===== src/rtl/cpu_mcu_bus_bridge_pkg.sv =====
// Shared types and window constants for the Z80-to-MCU bus bridge.
// The default window constants are also used by the board address decoder.
package cpu_mcu_bus_pkg;

  typedef enum logic [1:0] {
    IDLE   = 2'd0,
    STROBE = 2'd1,
    HOLD   = 2'd2
  } bridge_state_t;

  localparam logic [15:0] MCU_BASE_ADDR = 16'hEF00;
  localparam logic [15:0] MCU_ADDR_MASK = 16'hFF00;

  // True when the address falls inside the masked window.
  function automatic logic addr_in_window(input logic [15:0] addr,
                                          input logic [15:0] base,
                                          input logic [15:0] mask);
    return ((addr & mask) == base);
  endfunction

endpackage


===== src/rtl/cpu_mcu_bus_bridge_if.sv =====
// Z80 bus / MCU bus signal bundle for the bus bridge.
// master = CPU + MCU side (drives the bus inputs), slave = the bridge.
interface cpu_mcu_bus_bridge_if;

  logic [15:0] ADDR;
  logic        MREQ_AL;
  logic        RD_AL;
  logic        WR_AL;
  logic [7:0]  DATA_IN;
  logic [3:0]  MCU_DB;
  logic        IN3_AL;
  logic        WAIT_AL;
  logic [7:0]  DATA_OUT;
  logic        DATA_OE;
  logic [3:0]  CMD_OUT;

  modport master (
    output ADDR, MREQ_AL, RD_AL, WR_AL, DATA_IN, MCU_DB,
    input  IN3_AL, WAIT_AL, DATA_OUT, DATA_OE, CMD_OUT
  );

  modport slave (
    input  ADDR, MREQ_AL, RD_AL, WR_AL, DATA_IN, MCU_DB,
    output IN3_AL, WAIT_AL, DATA_OUT, DATA_OE, CMD_OUT
  );

endinterface


===== src/rtl/cpu_mcu_bus_bridge.sv =====
// Z80-side bridge to the custom MCU: one IN3_AL strobe per read access with
// WAIT held for the strobe, nibble capture on the last strobe edge, and a
// one-shot command latch for writes into the same window.
module cpu_mcu_bus_bridge
  import cpu_mcu_bus_pkg::*;
#(
  parameter logic [15:0] BASE_ADDR     = MCU_BASE_ADDR,
  parameter logic [15:0] ADDR_MASK     = MCU_ADDR_MASK,
  parameter int          STROBE_CYCLES = 2,
  parameter logic [3:0]  UPPER_NIBBLE  = 4'h0
) (
  input  logic                 CPU_CLOCK,
  input  logic                 RESET_AL,
  cpu_mcu_bus_bridge_if.slave  bus
);

  localparam logic [3:0] STROBE_LAST = STROBE_CYCLES[3:0];

  bridge_state_t state_r;
  logic [3:0]    cnt_r;
  logic          wr_done_r;
  logic          in3_r;
  logic          wait_r;
  logic          oe_r;
  logic [7:0]    dout_r;
  logic [3:0]    cmd_r;

  logic addr_hit_s;
  logic rd_hit_s;
  logic wr_hit_s;
  logic data_in_unused_s;

  assign addr_hit_s = addr_in_window(bus.ADDR, BASE_ADDR, ADDR_MASK);
  assign rd_hit_s   = !bus.MREQ_AL && !bus.RD_AL && addr_hit_s;
  assign wr_hit_s   = !bus.MREQ_AL && !bus.WR_AL && addr_hit_s;

  // Only the low nibble of the write data carries a command.
  assign data_in_unused_s = ^bus.DATA_IN[7:4];

  // Bridge FSM: strobe sequencing, nibble capture and one-shot write latch.
  always_ff @(posedge CPU_CLOCK or negedge RESET_AL) begin
    if (!RESET_AL) begin
      state_r   <= IDLE;
      cnt_r     <= 4'd0;
      wr_done_r <= 1'b0;
      in3_r     <= 1'b1;
      wait_r    <= 1'b1;
      oe_r      <= 1'b0;
      dout_r    <= 8'h00;
      cmd_r     <= 4'h0;
    end else begin
      // The write-done flag re-arms as soon as the write access ends.
      if (!wr_hit_s) begin
        wr_done_r <= 1'b0;
      end
      case (state_r)
        IDLE: begin
          if (rd_hit_s) begin
            // Read wins over a simultaneous write; no command is latched.
            state_r <= STROBE;
            in3_r   <= 1'b0;
            wait_r  <= 1'b0;
            cnt_r   <= 4'd1;
          end else if (wr_hit_s && !wr_done_r) begin
            cmd_r     <= bus.DATA_IN[3:0];
            wr_done_r <= 1'b1;
          end
        end
        STROBE: begin
          if (!rd_hit_s) begin
            // Access withdrawn mid-strobe: release the MCU, keep old data.
            state_r <= IDLE;
            in3_r   <= 1'b1;
            wait_r  <= 1'b1;
            cnt_r   <= 4'd0;
          end else if (cnt_r == STROBE_LAST) begin
            // Last strobe edge: MCU_DB already holds the post-increment value.
            state_r <= HOLD;
            dout_r  <= {UPPER_NIBBLE, bus.MCU_DB};
            in3_r   <= 1'b1;
            wait_r  <= 1'b1;
            oe_r    <= 1'b1;
            cnt_r   <= 4'd0;
          end else begin
            cnt_r <= cnt_r + 4'd1;
          end
        end
        HOLD: begin
          if (bus.RD_AL || bus.MREQ_AL) begin
            state_r <= IDLE;
            oe_r    <= 1'b0;
          end
        end
        default: begin
          state_r <= IDLE;
          cnt_r   <= 4'd0;
          in3_r   <= 1'b1;
          wait_r  <= 1'b1;
          oe_r    <= 1'b0;
        end
      endcase
    end
  end

  assign bus.IN3_AL   = in3_r;
  assign bus.WAIT_AL  = wait_r;
  assign bus.DATA_OE  = oe_r;
  assign bus.DATA_OUT = dout_r;
  assign bus.CMD_OUT  = cmd_r;

endmodule


===== src/flat_wrapper.sv =====
// flat-port wrapper written by rule: the top's interface ports become plain ports
module cpu_mcu_bus_bridge_flat import cpu_mcu_bus_pkg::*;
#(
  parameter logic [15:0] BASE_ADDR     = MCU_BASE_ADDR,
  parameter logic [15:0] ADDR_MASK     = MCU_ADDR_MASK,
  parameter int          STROBE_CYCLES = 2,
  parameter logic [3:0]  UPPER_NIBBLE  = 4'h0
)
  (CPU_CLOCK, RESET_AL, bus_ADDR, bus_MREQ_AL, bus_RD_AL, bus_WR_AL, bus_DATA_IN, bus_MCU_DB, bus_IN3_AL, bus_WAIT_AL, bus_DATA_OUT, bus_DATA_OE, bus_CMD_OUT);
  cpu_mcu_bus_bridge_if bus_i ();
  input  logic CPU_CLOCK;
  input  logic RESET_AL;
  input wire logic [$bits(bus_i.ADDR)-1:0] bus_ADDR;
  input wire logic [$bits(bus_i.MREQ_AL)-1:0] bus_MREQ_AL;
  input wire logic [$bits(bus_i.RD_AL)-1:0] bus_RD_AL;
  input wire logic [$bits(bus_i.WR_AL)-1:0] bus_WR_AL;
  input wire logic [$bits(bus_i.DATA_IN)-1:0] bus_DATA_IN;
  input wire logic [$bits(bus_i.MCU_DB)-1:0] bus_MCU_DB;
  output wire logic [$bits(bus_i.IN3_AL)-1:0] bus_IN3_AL;
  output wire logic [$bits(bus_i.WAIT_AL)-1:0] bus_WAIT_AL;
  output wire logic [$bits(bus_i.DATA_OUT)-1:0] bus_DATA_OUT;
  output wire logic [$bits(bus_i.DATA_OE)-1:0] bus_DATA_OE;
  output wire logic [$bits(bus_i.CMD_OUT)-1:0] bus_CMD_OUT;
  assign bus_i.ADDR = bus_ADDR;
  assign bus_i.MREQ_AL = bus_MREQ_AL;
  assign bus_i.RD_AL = bus_RD_AL;
  assign bus_i.WR_AL = bus_WR_AL;
  assign bus_i.DATA_IN = bus_DATA_IN;
  assign bus_i.MCU_DB = bus_MCU_DB;
  assign bus_IN3_AL = bus_i.IN3_AL;
  assign bus_WAIT_AL = bus_i.WAIT_AL;
  assign bus_DATA_OUT = bus_i.DATA_OUT;
  assign bus_DATA_OE = bus_i.DATA_OE;
  assign bus_CMD_OUT = bus_i.CMD_OUT;
  cpu_mcu_bus_bridge #(.BASE_ADDR(BASE_ADDR), .ADDR_MASK(ADDR_MASK), .STROBE_CYCLES(STROBE_CYCLES), .UPPER_NIBBLE(UPPER_NIBBLE)) u_core (.CPU_CLOCK(CPU_CLOCK), .RESET_AL(RESET_AL), .bus(bus_i));
endmodule

===== config.mk =====
export PLATFORM = sky130hd
export DESIGN_NAME = cpu_mcu_bus_bridge_flat
export DESIGN_NICKNAME = d
export VERILOG_FILES = /design/src/rtl/cpu_mcu_bus_bridge_pkg.sv /design/src/rtl/cpu_mcu_bus_bridge_if.sv /design/src/rtl/cpu_mcu_bus_bridge.sv /design/src/flat_wrapper.sv
export SDC_FILE = /design/constraint.sdc
export NUM_CORES = 1
export LEC_CHECK = 0
export CAP_MARGIN = 10
export CORE_ASPECT_RATIO = 1.5
export CORE_UTILIZATION = 33
export CTS_CLUSTER_SIZE = 24
export DETAILED_ROUTE_END_ITERATION = 7
export PLACE_DENSITY_LB_ADDON = 0.1
export SYNTH_ARGS = -nofsm -noshare
export SYNTH_HDL_FRONTEND = slang
export SYNTH_SLANG_ARGS = --single-unit

===== constraint.sdc =====
create_clock -name CPU_CLOCK -period 1.75 [get_ports CPU_CLOCK]
set_input_delay 0.175 -clock CPU_CLOCK [delete_from_list [all_inputs] [get_ports CPU_CLOCK]]
set_output_delay 0.175 -clock CPU_CLOCK [all_outputs]
set_load 0.02 [all_outputs]

==> results of run 1 <==
[cell type report]
cell class              count  area, sq um
fillers                   249         1195
flip-flops and latches     17        426.7
multi-input cells          48        374.1
repair buffers             38        362.8
well taps                  24        30.03
clock buffers               3        22.52
clock inverters             1        7.507
inverters                   1        3.754
[cell families (layout without fill, tap and decap cells)]
group | count (synthesis) | count (layout) | share of synthesized area
other | 1 | 4 | 0.004473
adder cells (fa/ha/maj) | 2 | 2 | 0.02985
multiplexers | 9 | 9 | 0.1194
AO/OA/AOI/OAI | 10 | 10 | 0.08058
flip-flops | 17 | 17 | 0.5090
AND/OR/NAND/NOR | 23 | 23 | 0.1925
buffers and inverters | 9 | 43 | 0.06418
[power by group]
part,internal (uW),total (uW),switching [uW]
Sequential,398,401,3.12
Combinational,55.6,91.2,35.6
Clock,87.1,226,139
[metrics by stage]
stage,util,instances,area [sq um],power (uW),TNS [ns]
2_1_floorplan,-,74,854.6,440.4,0
3_3_place_gp,0.4943,128,1197,499.5,-2.001
3_5_place_dp,0.4943,128,1197,501.0,-2.456
4_1_cts,0.5067,132,1227,729.0,0
5_1_grt,0.5067,132,1227,751.9,0
6_report,0.5067,132,1227,718.0,0
[layer usage]
layer,vias up,routed length (microns),global-route usage
li1,323,-,-
met1,322,664,0.1525
met2,15,898,0.2146
met3,4,55,0.02542
met4,0,19,0.06818
met5,-,0,0
[synth_stat cells (all sizes together), types with 2 or more instances]
| library cell | number | area (sq um) |
|---|---|---|
| a21oi | 3 | 15.01 |
| and3 | 2 | 12.51 |
| ha | 2 | 25.02 |
| nor2 | 3 | 11.26 |
| mux2 | 8 | 90.09 |
| dfrtp | 16 | 400.4 |
| clkbuf | 2 | 7.510 |
| o21a | 2 | 15.01 |
| buf | 6 | 42.54 |
| nor4 | 3 | 18.77 |
| a21o | 2 | 15.01 |
| a211o | 2 | 17.52 |
| nor3b | 3 | 22.52 |
[worst paths after layout]
check	startpoint	slack, ns	to
max	bus_ADDR[14]	0.07	u_core.bus.DATA_OUT[3]
min	RESET_AL	0.19	u_core.state_r[1]
max reg2reg	u_core.state_r[1]	0.12	u_core.bus.DATA_OUT[3]
min reg2reg	u_core.bus.DATA_OE	0.51	u_core.bus.DATA_OE
max in group asynchronous	RESET_AL	1.31	u_core.bus.IN3_AL
min in group CPU_CLOCK	bus_DATA_IN[2]	0.47	u_core.bus.CMD_OUT[2]
[flip-flops by register name, summed over array words and instances (netlist names)]
signal / count
u_core.bus.CMD_OUT: 4
u_core.bus.DATA_OUT: 4
u_core.cnt_r: 4
u_core.state_r: 2
u_core.bus.DATA_OE: 1
u_core.bus.IN3_AL: 1
u_core.wr_done_r: 1
[critical path, cell delays in order]
cell	delay, ns
clkdlybuf4s50_1	0.50
nand4b_4	0.13
nor4_1	0.37
and3_1	0.35
mux2_2	0.36
==> impl_metrics.ini, run 1 <==
[status]
outcome = finished, final reports clean

[cts]
hold_buffers = 0
root_buffer = clkbuf_4
cts_buffers = 3
cts.sinks = 17
postCtsResizedCells = 0
clkLatencyLatePin_ns = 0.30
cts_buffer_depth = 2
cts_tree = built
clk_pin_slew_worst_paths_ns = 0.11
h-tree-depth = 1
postCtsSetupRepairBufs = 0

[sta]
fin_crit_ns = 1.685
timing.final.crit_share = 0.9626
fin_worst_skew_ns = 0.004434
hold_violations = 0
slew_violations = 0
fmax_ghz = 0.5936
rsz0062_at_grt = no
whs_ns = 0.1852
setup_viol = 0
setup_ws_ns = 0.06546

[floorplan]
start_util = 0.3461
fp-row-count = 22
die_x_microns = 43.15
core_area_sq_um = 2422
die_h_microns = 63.73
die_area_sq_um = 2750
pin_count = 48

[job]
max_cap_viol_count = 0

[min_path]
hold_class = in2async

[detailed_routing]
vias = 664
route.detailed.drc = 0
drtIter0Drc = 4
wirelength_microns = 1638
antenna_left = 0
dr.pass1.iters = 2
wire_per_inst_microns = 12.41
via_per_inst = 5.030

[synthesis]
ys_ff_latch = 17
async_flop_share = 1.000
synth_area_per_cell_sq_um = 11.81
synth_edf_count = 0
yosysWarnings = 0
synth_flop_cell = dfrtp_1
ys_types = 31
syn_inst = 71
syn_area_sq_um = 838.3
ys_seq_area_frac = 0.5090

[global_route]
track_usage = 0.1291
grt_pass1_vias = 661
grt_max_degree = 18
grt_pass1_wl_microns = 2670
grt-ovfl-total = 0
antenna_found_initial = 0

[setup_path]
end_kind = register
r2r_cells = 3
cp_data_arrival_time_ns = 1.88
worstSetupPathType = in2reg
startpoint_type = input pin
cp.required_ns = 1.95
critPathMaxFanout = 5

[power]
p_leak_uw = 0.0005933
ir_worst_vdd_mv = 0.3779
power_density_nw_per_um2 = 584.9

[final_layout]
synthToLayoutAreaGrowth_pct = 46.42
num_antenna_cells = 0
drive_above_1_share = 0.2037
layout.nets = 144
final_cell_mix = 31 x clkdlybuf4s50_1, 16 x dfrtp_1, 8 x mux2_2, 7 x buf_4, 4 x conb_1
mostFrequentLayoutCell = clkdlybuf4s50_1

[placement]
post-dp-hpwl_microns = 1317
place_congestion = 0.6932
portBuffers = 31
pre_cts_ws_ns = -0.2662
(Power assumes the default switching activity.)
==> inputs of run 2 (changes only) <==
==> constraint.sdc (replaced) <==
create_clock -name CPU_CLOCK -period 1.75 [get_ports CPU_CLOCK]
set_input_delay 0.175 -clock CPU_CLOCK [delete_from_list [all_inputs] [get_ports CPU_CLOCK]]
set_output_delay 0.175 -clock CPU_CLOCK [all_outputs]
set_load 0.1 [all_outputs]
==> impl_metrics.ini, run 2 (synthesis results as in run 1) <==
[cts]
hold_buffers = 0
cts_tree = built
cts_buffer_depth = 2
postCtsResizedCells = 0
cts_buffers = 3
clk_pin_slew_worst_paths_ns = 0.11
root_buffer = clkbuf_4
postCtsSetupRepairBufs = 0
cts.sinks = 17
clkLatencyLatePin_ns = 0.30
h-tree-depth = 1

[global_route]
use_met3 = 0.02542
use_met2 = 0.2164
gr-max-usage-layer = met2
grt_max_degree = 18
track_usage = 0.1211
antenna_found_initial = 0
use_met1 = 0.1304
grt_pass1_vias = 658
grt_pass1_wl_microns = 2566
grt-ovfl-total = 0

[setup_path]
crit_family = simple AND/OR/NAND/NOR gates
cp_data_arrival_time_ns = 1.86
cp.required_ns = 1.98
critPathMaxFanout = 4
end_kind = register
cp_slowest_cell = or4_1
worstSetupPathType = in2reg
cpPeakStageDelay_ns = 0.54
cp_num_buf_inv = 1
startpoint_type = input pin
path_cells = clkdlybuf4s50_1 > nand4b_4 > or4_1 > or3_1 > mux2i_1

[detailed_routing]
drtIter0Drc = 0
wire_per_inst_microns = 11.71
via_per_inst = 5.030
vias = 664
antenna_left = 0
route.detailed.drc = 0
wirelength_microns = 1546
dr.pass1.iters = 1

[power]
power_uw = 773.6
p_clk_frac = 0.286
p_comb_frac = 0.194
p_int_uw = 544.2
switching_share = 0.2965
power_density_nw_per_um2 = 630.9
seq_power_share = 0.520
p_leak_uw = 0.0006208
p_switching_uw = 229.4
ir_worst_vdd_mv = 0.3381

[floorplan]
core_area_sq_um = 2422
fp-row-count = 22
pin_count = 48
die_area_sq_um = 2750
start_util = 0.3461
die_h_microns = 63.73
die_x_microns = 43.15

[placement]
place_congestion = 0.6954
placed_area_sq_um = 1195
pre_cts_ws_ns = -0.2648
dp.cells = 128
post-dp-hpwl_microns = 1275
portBuffers = 31

[final_layout]
fin_cells = 132
layout.nets = 144
synthToLayoutAreaGrowth_pct = 46.27
mostFrequentLayoutCell = clkdlybuf4s50_1
final_cell_mix = 20 x clkdlybuf4s50_1, 16 x buf_4, 16 x dfrtp_1, 8 x mux2_2, 4 x conb_1
drive_above_1_share = 0.3148
num_antenna_cells = 0
nFillCells = 241
final_cell_area_sq_um = 1226

[sta]
slew_violations = 0
timing.final.crit_share = 0.9312
hold_violations = 0
setup_ws_ns = 0.1204
fmax_ghz = 0.6136
fin_crit_ns = 1.630
fin_worst_skew_ns = 0.007500
setup_viol = 0
rsz0062_at_grt = no

[status]
outcome = finished, final reports clean

[min_path]
hold_class = in2async

[job]
max_cap_viol_count = 0
-- run 2: cell count changes in the layout (fill, tap and decap cells not counted) --
| cell | change |
|---|---|
| and3_1 | -1 |
| and3_2 | +1 |
| buf_12 | +2 |
| buf_4 | +9 |
| clkdlybuf4s50_1 | -11 |
-- run 2: cell type report --
class | instances | area, sq um | area share
Clock buffer | 3 | 22.52 | 0.01837
Clock inverter | 1 | 7.507 | 0.006122
Inverter | 1 | 3.754 | 0.003061
Multi-Input combinational cell | 48 | 375.4 | 0.3061
Sequential cell | 17 | 426.7 | 0.3480
Tap cell | 24 | 30.03 | 0.02449
Timing Repair Buffer | 38 | 360.3 | 0.2939
-- run 2: through the flow --
stage | hold WS [ns] | TNS [ns] | util
finish | 0.1832 | 0 | 0.5062
global route | 0.2033 | 0 | 0.5062
CTS | 0.1809 | 0 | 0.5057
detailed placement | 0.4754 | -2.458 | 0.4933
global placement | 0.4687 | -1.966 | 0.4933
floorplan | -0.1206 | 0 | -
-- run 2: final timing paths --
| kind | start | cells after the start | slack (ns) | endpoint |
|---|---|---|---|---|
| min | RESET_AL | 2 | 0.18 | u_core.cnt_r[2] |
| max reg2reg | u_core.state_r[1] | 3 | 0.18 | u_core.cnt_r[1] |
| min in group CPU_CLOCK | bus_DATA_IN[2] | 2 | 0.48 | u_core.bus.CMD_OUT[2] |
| max | bus_ADDR[14] | 5 | 0.12 | u_core.cnt_r[1] |
| min reg2reg | u_core.wr_done_r | 1 | 0.50 | u_core.wr_done_r |
| max in group asynchronous | RESET_AL | 2 | 1.32 | u_core.bus.IN3_AL |
-- run 2: routing by layer --
metal / vias up / share of wire / wire length (microns)
li1: 323 / - / -
met1: 322 / 0.40 / 613
met2: 15 / 0.56 / 862
met3: 4 / 0.033 / 51
met4: 0 / 0.012 / 18
met5: - / 0 / 0
-- run 2: power by group through the flow --
stage          Combinational, uW  Clock (uW)  Sequential, uW
3_5_place_dp                 151           0             410
5_1_grt                      157         247             403
2_1_floorplan               64.9           0             431
4_1_cts                      151         233             403
3_3_place_gp                 150           0             410
6_report                     150         222             402
==> inputs of run 3 (changes only) <==
PLACE_DENSITY = 0.81   (was not set)
PLACE_DENSITY_LB_ADDON = not set   (was 0.1)
==> impl_metrics.ini, run 3 (synthesis results as in run 1) <==
[sta]
setup_ws_ns = 0.09605
whs_ns = 0.1931
slew_violations = 0
fin_crit_ns = 1.654
setup_viol = 0
fin_worst_skew_ns = 0.008163
fmax_ghz = 0.6046
timing.final.crit_share = 0.9451
hold_violations = 0
rsz0062_at_grt = no

[power]
power_density_nw_per_um2 = 614.7
ir_worst_vdd_mv = 0.4959
p_leak_uw = 0.0006442
power_uw = 773.7

[setup_path]
startpoint_type = input pin
crit_family = simple AND/OR/NAND/NOR gates
cpPeakStageDelay_ns = 0.50
critPathMaxFanout = 5
path_cells = clkdlybuf4s50_1 > nand4b_4 > nor4_1 > and3_1 > mux2_2
worstSetupPathType = in2reg
cp_data_arrival_time_ns = 1.86
end_kind = register
cp_slowest_cell = clkdlybuf4s50_1
cp.required_ns = 1.95
cp_num_buf_inv = 1

[floorplan]
die_x_microns = 43.15
fp-row-count = 22
die_area_sq_um = 2750
die_h_microns = 63.73
start_util = 0.3461
core_area_sq_um = 2422
pin_count = 48

[final_layout]
layout.nets = 148
seq_area_sq_um = 426.7
multi_input_area_sq_um = 380.4
synthToLayoutAreaGrowth_pct = 50.15
final_cell_mix = 20 x clkdlybuf4s50_1, 20 x buf_4, 16 x dfrtp_1, 8 x mux2_2, 4 x conb_1
drive_above_1_share = 0.3393
final_util = 0.5196
num_antenna_cells = 0
nFillCells = 212

[status]
violations = design-rule violations
outcome = finished, violations left

[placement]
post-dp-hpwl_microns = 1444
place_congestion = 0.7751
portBuffers = 31
pre_cts_ws_ns = -0.2578

[global_route]
antenna_found_initial = 0
grt-ovfl-total = 0
grt_pass1_wl_microns = 2835
grt_max_degree = 18
grt_pass1_vias = 712
track_usage = 0.1354

[min_path]
hold_class = in2async

[cts]
clk_pin_slew_worst_paths_ns = 0.10
cts_tree = built
h-tree-depth = 1
cts.sinks = 17
root_buffer = clkbuf_4
cts_buffer_depth = 2
clkLatencyLatePin_ns = 0.31
cts_buffers = 3
hold_buffers = 0

[detailed_routing]
vias = 691
antenna_left = 0
wirelength_microns = 1695
via_per_inst = 5.081
dr.pass1.iters = 5
route.detailed.drc = 1
wire_per_inst_microns = 12.46
drtIter0Drc = 6

[job]
max_cap_viol_count = 0
==> run 3: cell type report <==
cell class                      count  share of cell area
Multi-Input combinational cell     48              0.3022
Sequential cell                    17              0.3390
Tap cell                           24             0.02386
Timing Repair Buffer               42              0.3101
Clock inverter                      1            0.003976
Clock buffer                        3             0.01789
Inverter                            1            0.002982
==> run 3: routing by layer <==
layer,track usage,vias up,routed length [microns],part of all wire
met1,0.1324,333,587,0.35
met4,0.07955,0,42,0.025
li1,-,330,-,-
met5,0,-,0,0
met2,0.2612,25,1012,0.60
met3,0.008475,3,52,0.031
==> run 3: path summary, 6_finish.rpt <==
path | from | end | slack, ns | cells after the start
max | bus_ADDR[14] | u_core.bus.DATA_OUT[0] | 0.1 | 5
max in group asynchronous | RESET_AL | u_core.bus.IN3_AL | 1.31 | 2
min reg2reg | u_core.wr_done_r | u_core.wr_done_r | 0.50 | 1
min | RESET_AL | u_core.bus.DATA_OE | 0.19 | 2
max reg2reg | u_core.state_r[1] | u_core.bus.DATA_OUT[0] | 0.13 | 3
min in group CPU_CLOCK | bus_MCU_DB[3] | u_core.bus.DATA_OUT[3] | 0.47 | 2
==> run 3: where the power goes <==
group / internal [uW] / total (uW) / switching, uW / leakage [uW]
clock: 85.5 / 216 / 130 / 0.0000177
combinational: 63.0 / 156 / 92.8 / 0.000398
sequential: 398 / 402 / 4.50 / 0.000229
==> run 3: through the flow <==
step	instances	setup TNS (ns)	area, sq um
after detailed placement	132	-2.657	1225
after global placement	132	-1.758	1225
after floorplan	74	0	854.6
after CTS	136	0	1252
after global routing	136	0	1259
final	136	0	1259
==> run 3: timing repair <==
item | CTS | global route
setup endpoints to repair | 0 | 4
gates resized for setup | 0 | 1
setup buffers | 0 | 0
